==> config.mk <==
export PLATFORM = sky130hd
export DESIGN_NAME = share_unmasker_flat
export DESIGN_NICKNAME = d
export VERILOG_FILES = /design/src/rtl/share_unmasker_if.sv /design/src/rtl/share_unmasker.sv /design/src/flat_wrapper.sv
export SDC_FILE = /design/constraint.sdc
export NUM_CORES = 1
export LEC_CHECK = 0
export BUFFER_PORTS_ARGS = -buffer_cell sky130_fd_sc_hd__buf_2
export CELL_PAD_IN_SITES_DETAIL_PLACEMENT = 0
export CELL_PAD_IN_SITES_GLOBAL_PLACEMENT = 1
export CORE_UTILIZATION = 47
export CTS_CLUSTER_SIZE = 20
export DETAILED_ROUTE_END_ITERATION = 10
export GPL_ROUTABILITY_DRIVEN = 0
export PLACE_DENSITY = 0.82
export SLEW_MARGIN = 0
export SYNTH_ARGS = -nofsm -noshare
export SYNTH_HDL_FRONTEND = slang
export SYNTH_SLANG_ARGS = --single-unit
==> constraint.sdc <==
create_clock -name C -period 4.1 [get_ports C]
set_input_delay 0.205 -clock C [delete_from_list [all_inputs] [get_ports C]]
set_output_delay 0.205 -clock C [all_outputs]
set_load 0.02 [all_outputs]
==> src/rtl/share_unmasker_if.sv <==
// Stream bundle for share_unmasker: serial share input and recombined word output.
// The slave modport is the unmasker's view, and the master modport is the producer/consumer's view.
interface share_unmasker_if #(
  parameter int WIDTH = 8
);
  logic             in_valid;
  logic             in_ready;
  logic [WIDTH-1:0] in_share;
  logic             in_last;
  logic             out_valid;
  logic             out_ready;
  logic [WIDTH-1:0] out_data;
  logic             out_err;

  modport master (
    output in_valid, in_share, in_last, out_ready,
    input  in_ready, out_valid, out_data, out_err
  );

  modport slave (
    input  in_valid, in_share, in_last, out_ready,
    output in_ready, out_valid, out_data, out_err
  );
endinterface

==> src/rtl/share_unmasker.sv <==
// Collects NSHARES Boolean shares into separate registers and XOR-recombines them only after the frame is complete.
// Defining SHARE_UNMASKER_SCRUB_EN adds a SCRUB cycle that zeroes every share register after each output handshake.
module share_unmasker #(
  parameter int WIDTH   = 8,
  parameter int NSHARES = 2
) (
  input  logic C,
  input  logic RN,
  share_unmasker_if.slave bus
);
  localparam int CW = $clog2(NSHARES);
  localparam logic [CW-1:0] LAST_IDX = CW'(NSHARES - 1);

`ifdef SHARE_UNMASKER_SCRUB_EN
  typedef enum logic [1:0] {COLLECT, COMBINE, OUT, SCRUB} state_t;
`else
  typedef enum logic [1:0] {COLLECT, COMBINE, OUT} state_t;
`endif

  state_t                          state_reg;
  logic [CW-1:0]                   cnt_reg;
  logic                            err_reg;
  logic                            in_ready_reg;
  logic                            out_valid_reg;
  logic                            out_err_reg;
  logic [WIDTH-1:0]                out_data_reg;
  logic [NSHARES-1:0][WIDTH-1:0]   share_vec;
  logic [WIDTH-1:0]                xor_all;
  logic                            accept;
  logic                            last_idx;
  logic                            frame_bad;
  logic                            scrub;

  assign accept    = in_ready_reg && bus.in_valid;
  assign last_idx  = (cnt_reg == LAST_IDX);
  assign frame_bad = bus.in_last ^ last_idx;

`ifdef SHARE_UNMASKER_SCRUB_EN
  assign scrub = (state_reg == SCRUB);
`else
  assign scrub = 1'b0;
`endif

  // Each share has its own register, so shares never mix until COMBINE.
  genvar gi;
  generate
    for (gi = 0; gi < NSHARES; gi++) begin : g_share
      logic [WIDTH-1:0] share_reg;
      always_ff @(posedge C or negedge RN) begin
        if (!RN) begin
          share_reg <= '0;
        end else if (scrub) begin
          share_reg <= '0;
        end else if (accept && (cnt_reg == CW'(gi))) begin
          share_reg <= bus.in_share;
        end
      end
      assign share_vec[gi] = share_reg;
    end
  endgenerate

  // The XOR tree is fed only from the share registers and never from in_share.
  always_comb begin
    xor_all = '0;
    for (int i = 0; i < NSHARES; i++) begin
      xor_all = xor_all ^ share_vec[i];
    end
  end

  always_ff @(posedge C or negedge RN) begin
    if (!RN) begin
      state_reg     <= COLLECT;
      cnt_reg       <= '0;
      err_reg       <= 1'b0;
      in_ready_reg  <= 1'b1;
      out_valid_reg <= 1'b0;
      out_data_reg  <= '0;
      out_err_reg   <= 1'b0;
    end else begin
      case (state_reg)
        COLLECT: begin
          if (accept) begin
            if (frame_bad) begin
              err_reg <= 1'b1;
            end
            if (last_idx) begin
              cnt_reg      <= '0;
              in_ready_reg <= 1'b0;
              state_reg    <= COMBINE;
            end else begin
              cnt_reg <= cnt_reg + 1'b1;
            end
          end
        end
        COMBINE: begin
          out_data_reg  <= xor_all;
          out_err_reg   <= err_reg;
          out_valid_reg <= 1'b1;
          state_reg     <= OUT;
        end
        OUT: begin
          if (bus.out_ready) begin
            out_valid_reg <= 1'b0;
            err_reg       <= 1'b0;
`ifdef SHARE_UNMASKER_SCRUB_EN
            state_reg     <= SCRUB;
`else
            in_ready_reg  <= 1'b1;
            state_reg     <= COLLECT;
`endif
          end
        end
`ifdef SHARE_UNMASKER_SCRUB_EN
        SCRUB: begin
          err_reg      <= 1'b0;
          in_ready_reg <= 1'b1;
          state_reg    <= COLLECT;
        end
`endif
        default: begin
          cnt_reg       <= '0;
          in_ready_reg  <= 1'b1;
          out_valid_reg <= 1'b0;
          state_reg     <= COLLECT;
        end
      endcase
    end
  end

  assign bus.in_ready  = in_ready_reg;
  assign bus.out_valid = out_valid_reg;
  assign bus.out_data  = out_data_reg;
  assign bus.out_err   = out_err_reg;
endmodule

==> src/flat_wrapper.sv <==
// flat-port wrapper written by rule: the top's interface ports become plain ports
module share_unmasker_flat 
#(
  parameter int WIDTH   = 8,
  parameter int NSHARES = 2
)
  (C, RN, bus_in_valid, bus_in_share, bus_in_last, bus_out_ready, bus_in_ready, bus_out_valid, bus_out_data, bus_out_err);
  share_unmasker_if #(.WIDTH(WIDTH)) bus_i ();
  input  logic C;
  input  logic RN;
  input wire logic [$bits(bus_i.in_valid)-1:0] bus_in_valid;
  input wire logic [$bits(bus_i.in_share)-1:0] bus_in_share;
  input wire logic [$bits(bus_i.in_last)-1:0] bus_in_last;
  input wire logic [$bits(bus_i.out_ready)-1:0] bus_out_ready;
  output wire logic [$bits(bus_i.in_ready)-1:0] bus_in_ready;
  output wire logic [$bits(bus_i.out_valid)-1:0] bus_out_valid;
  output wire logic [$bits(bus_i.out_data)-1:0] bus_out_data;
  output wire logic [$bits(bus_i.out_err)-1:0] bus_out_err;
  assign bus_i.in_valid = bus_in_valid;
  assign bus_i.in_share = bus_in_share;
  assign bus_i.in_last = bus_in_last;
  assign bus_i.out_ready = bus_out_ready;
  assign bus_in_ready = bus_i.in_ready;
  assign bus_out_valid = bus_i.out_valid;
  assign bus_out_data = bus_i.out_data;
  assign bus_out_err = bus_i.out_err;
  share_unmasker #(.WIDTH(WIDTH), .NSHARES(NSHARES)) u_core (.C(C), .RN(RN), .bus(bus_i));
endmodule
## After elaboration in Yosys (flattened, before gate mapping)

Cells that the tools add are included.

| storage, ports and cells | value |
|---|---|
| input port bits | 13 |
| register bits after elaboration | 31 |
| logic and storage cells | 49 |
| output and inout bits | 11 |

| operators by class | value |
|---|---|
| $add $sub $neg | 1 |
| muxes and demuxes | 16 |
| reductions and logical operators | 11 |
| eq/ne operators | 6 |
| bitwise logic cells | 6 |

Operators by type and width:

| operator | number |
|---|---|
| 2-to-1 mux 1 bit | 8 |
| AND reduction 4 bit | 2 |
| XOR 8 bit | 1 |
| 2-to-1 mux 2 bit | 3 |
| inequality test 2 x 1 -> 1 bit (second input constant) | 3 |
| case mux 1 bit (3 select lines) | 2 |
| case mux 2 bit (3 select lines) | 1 |
| inverter 1 bit | 4 |
| case mux 1 bit (2 select lines) | 2 |
| AND reduction 2 bit | 2 |
| logical AND 1 bit | 3 |
| AND reduction 3 bit | 1 |
| equality test 2 x 1 -> 1 bit (second input constant) | 1 |
| equality test 2 bit (second input constant) | 1 |
| logical NOT 2 bit | 1 |
| inequality test 2 bit (second input constant) | 1 |
| nonzero test 2 bit | 1 |
| OR reduction 2 bit | 1 |
| adder 1 bit (second input constant) | 1 |
| XOR 1 bit | 1 |

## Logic depth before layout (Yosys ltp)

| logic depth | value |
|---|---|
| word-level depth | 4 |
| mapped depth | 6 |
| gate-level depth less buffers | 5 |

## Least setup slack after synthesis

OpenSTA, ideal clock, no wires.

| path | value |
|---|---|
| kind | flip-flop to flip-flop |
| start point | reg u_core.in_ready_reg (netlist: u_core.bus.in_ready) |
| end point | reg u_core.g_share[0].share_reg[0] |
| data arrival time | 1.355 ns |
| path buffers | 1 |
| path slack | 2.619 ns |
| setup time | 0.125 ns |
| period minus slack after synthesis | 1.481 ns |
| stages on the path, launching flop included | 5 |
| required time | 3.975 ns |
| cell sequence | dfstp_2 nand2_1 or2_1 buf_6 mux2_4 |

| on the way | value |
|---|---|
| longest elaborated chain between the ends | 2 |

RTL lines:

| element | line | RTL |
|---|---|---|
| from (decl) | share_unmasker.sv:23 | `logic in_ready_reg;` |
| from (signal assigned) | share_unmasker.sv:75 | `in_ready_reg <= 1'b1;` |
| from (signal assigned) | share_unmasker.sv:88 | `in_ready_reg <= 1'b0;` |
| from (signal assigned) | share_unmasker.sv:108 | `in_ready_reg <= 1'b1;` |
| logical AND 1 bit | share_unmasker.sv:34 | `assign accept = in_ready_reg && bus.in_valid;` |
| logical AND 1 bit | share_unmasker.sv:54 | `end else if (accept && (cnt_reg == CW'(gi))) begin` |
| to (signal assigned) | share_unmasker.sv:55 | `share_reg <= bus.in_share;` |
| to (decl) | share_unmasker.sv:48 | `logic [WIDTH-1:0] share_reg;` |

Every way passes these cells.
A chain may end at the register's enable or synchronous reset.

## Final worst setup path

| path | value |
|---|---|
| start point | reg u_core.state_reg[1] |
| end point | reg u_core.out_err_reg (netlist: u_core.bus.out_err) |

| on the way | value |
|---|---|
| longest elaborated chain between the ends | 1 |

RTL lines:

| element | line | RTL |
|---|---|---|
| from (decl) | share_unmasker.sv:20 | `state_t state_reg;` |
| from (signal assigned) | share_unmasker.sv:72 | `state_reg <= COLLECT;` |
| from (signal assigned) | share_unmasker.sv:89 | `state_reg <= COMBINE;` |
| from (signal assigned) | share_unmasker.sv:99 | `state_reg <= OUT;` |
| equality test 2 x 1 -> 1 bit | share_unmasker.sv:80 | `case (state_reg)` |
| to (signal assigned) | share_unmasker.sv:97 | `out_err_reg <= err_reg;` |
| to (decl) | share_unmasker.sv:25 | `logic out_err_reg;` |

Every way passes these cells.

==> run_results.csv <==
group,metric,value,unit
outcome,status,"completed",
worst_setup_path,end_kind,"register",
layout,drive_gt1_share,43.1,%
sta,drv_slew,0,
flow_run,cap_violations,0,
worst_setup_path,worstPathCellList,"inv_1 > ha_1 > mux2_2",
grt,grt_use_total,16.7,%
sta,maxSlewHeadroom,54.9,%
die,fp-row-count,19,
power,p_leak,0.000730,uW
grt,gr-total-overflow,0,
clock_tree,cts_tree,"yes",
yosys,yosysTopAreaCell,"dfrtp_1",
die,dieArea,3170,sq um
route,drc_errors,0,
sta,worst_pin_slew,0.677,ns
route,drtIter0Drc,16,
worst_setup_path,crit_type,"register to register",
clock_tree,cts_sinks,31,
yosys,yosys_warnings,0,
die,die_w,56.3,microns
grt,busiest_layer,"met2",
yosys,synth_area,1380,sq um
yosys,synth_ff_type,"dfrtp_1",
yosys,async_reset_ff_share,100,%
power,powerDensity,830,nW/um^2
place,dp_hpwl,1550,microns
sta,fin_crit,1.62,ns
sta,finalSetupTns,0,ns
route,drtAntennaViolNets,0,
sta,finalSetupViolCount,0,
layout,antennaDiodeCount,0,
layout,largest_register_ffs,16,
clock_tree,clockRootBuffer,"clkbuf_4",
clock_tree,clk_pin_slew,0.11,ns
route,via_per_inst,5.19,
worst_setup_path,critPathSlowestCell,"ha_1",
sta,whs,0.120,ns
grt,gr-usage-met3,4.84,%
yosys,yosysSeqAreaShare,56.1,%
sta,fmaxAchievable,617,MHz
yosys,synth.top_cells.by_count,"dfrtp_1 (30), mux2_2 (13), nor2_1 (10)",
clock_tree,clock_latency,0.32,ns
clock_tree,cts_max_level,2,
die,io_pins,24,
clock_tree,cts_inserted_buffers,5,
layout,fin_area,1580,sq um
clock_tree,post_cts_buffers,0,
yosys,synth_cell_types,23,
yosys,synth.net_count,119,
yosys,syn_avg_cell_area,13.7,sq um
route,via_count,836,
worst_setup_path,path_max_fanout,19,
sta,finalHoldViolations,0,
yosys,synth_edf_count,0,
worst_setup_path,cp_num_buf_inv,1,
power,peakVddDrop,0.000532,V
worst_setup_path,cp.arrival,1.83,ns
layout,area_growth,14.2,%
worst_setup_path,critPathMaxStageDelay,0.59,ns
sta,setup_ws,2.48,ns
grt,grtUsageMet1,21.0,%
min_path,hp-class,"input port to register",
place,portBuffers,23,
clock_tree,hold_buffers,1,
grt,grt_pass1_vias,853,
sta,skew,0.0165,ns
grt,grt_pass1_wl,3930,microns
worst_setup_path,critical_path_required,4.31,ns
die,die_h,56.3,microns
die,placeableCoreArea,2780,sq um
yosys,synth.top_cells.by_area,"dfrtp_1 (54%), mux2_2 (11%), mux2_4 (8.7%), xnor2_1 (5.7%), ha_1 (4.5%)",
grt,grt_use_met2,27.0,%
worst_setup_path,critPathTopFamily,"adder cells",
route,dr.pass1.iters,4,
yosys,synthCells,101,
grt,grt_max_degree,32,
clock_tree,cts_buffer_depth,2,
yosys,yosysMostFrequentCell,"dfrtp_1",
yosys,synth-seq-cells,31,
sta,min_period_over_period,39.5,%
grt,antenna_found_initial,0,
place,place_area,1520,sq um
place,pre_cts_slack,2.45,ns
die,initial_utilization,49.8,%
route,drt-total-wl,2270,microns
clock_tree,cts_resized,0,
route,routedWlPerCell,14.1,microns
sta,grt_setup_unrepaired,"false",
yosys,yosys.area.top_type_share,54.2,%
worst_setup_path,cp-start-kind,"register",
layout,nNetsFinal,147,
cell usage in the layout, fill, tap and decap left out, drive strengths merged:
cell type,n
a21boi,1
a21oi,9
a22o,1
a311o,1
a31o,1
buf,23
clkbuf,5
clkinv,3
dfrtp,30
dfstp,1
dlygate4sd3,1
ha,5
inv,2
mux2,21
nand2,1
nand3,1
nor2,10
nor2b,1
nor4b,1
o31ai,2
or2,1
xnor2,9
layout make-up:
| class | instances | area (sq um) |
|---|---|---|
| Sequential cell | 31 | 777 |
| Tap cell | 31 | 38.8 |
| Clock inverter | 3 | 15.0 |
| Clock buffer | 5 | 37.5 |
| Inverter | 2 | 7.51 |
| Timing Repair Buffer | 24 | 125 |
| Fill cell | 234 | 1200 |
| Multi-Input combinational cell | 65 | 579 |
cells by family (layout without fill, tap and decap cells):
logic type	count (synthesis)	count (layout)	share of synthesized area, %
buffers and inverters	5	34	1.99
xor gates and xnor gates	9	9	5.70
muxes	21	21	19.3
AOI/OAI and AO/OA	15	15	7.14
DFF	31	31	56.1
and+or+nand+nor	15	15	5.24
adders and majority gates	5	5	4.52
stage by stage:
step / util, % / total power (uW) / std cells
final: 56.8 / 1310 / 161
after global routing: 56.8 / 1410 / 161
after CTS: 56.8 / 1330 / 161
after detailed placement: 54.6 / 1150 / 152
after global placement: 54.6 / 1130 / 152
after floorplan: - / 1020 / 101
path summary, 6_finish.rpt:
| path | slack, ns | cells past startpoint | to | startpoint |
|---|---|---|---|---|
| worst max-delay path | 2.48 | 3 | u_core.bus.out_err | u_core.state_reg[1] |
| worst min-delay path | 0.12 | 2 | u_core.g_share[0].share_reg[3] | bus_in_share[3] |
| worst max register to register | 2.48 | 3 | u_core.bus.out_err | u_core.state_reg[1] |
| worst min register to register | 0.52 | 1 | u_core.bus.out_valid | u_core.bus.out_valid |
| max in group asynchronous | 3.21 | 2 | u_core.g_share[1].share_reg[6] | RN |
| min in group asynchronous | 0.45 | 2 | u_core.bus.out_data[4] | RN |
worst register-to-register path: cells and delay by family (launching register included):
family | cells | cell delay, ns
muxes | 1 | 0.41
buffers and inverters | 1 | 0.12
adders and majority gates | 1 | 0.59
DFF | 1 | 0.40
per-layer routing:
layer / vias to the layer above / share of wire [%]
li1: 407 / -
met1: 405 / 47
met2: 19 / 47
met3: 5 / 4.3
met4: 0 / 1.9
met5: - / 0
power by group:
group | switching [uW] | internal (uW)
logic | 278 | 303
registers | 103 | 461
clock network | 102 | 63.7
Note: power is estimated with default switching activity, not from simulation.
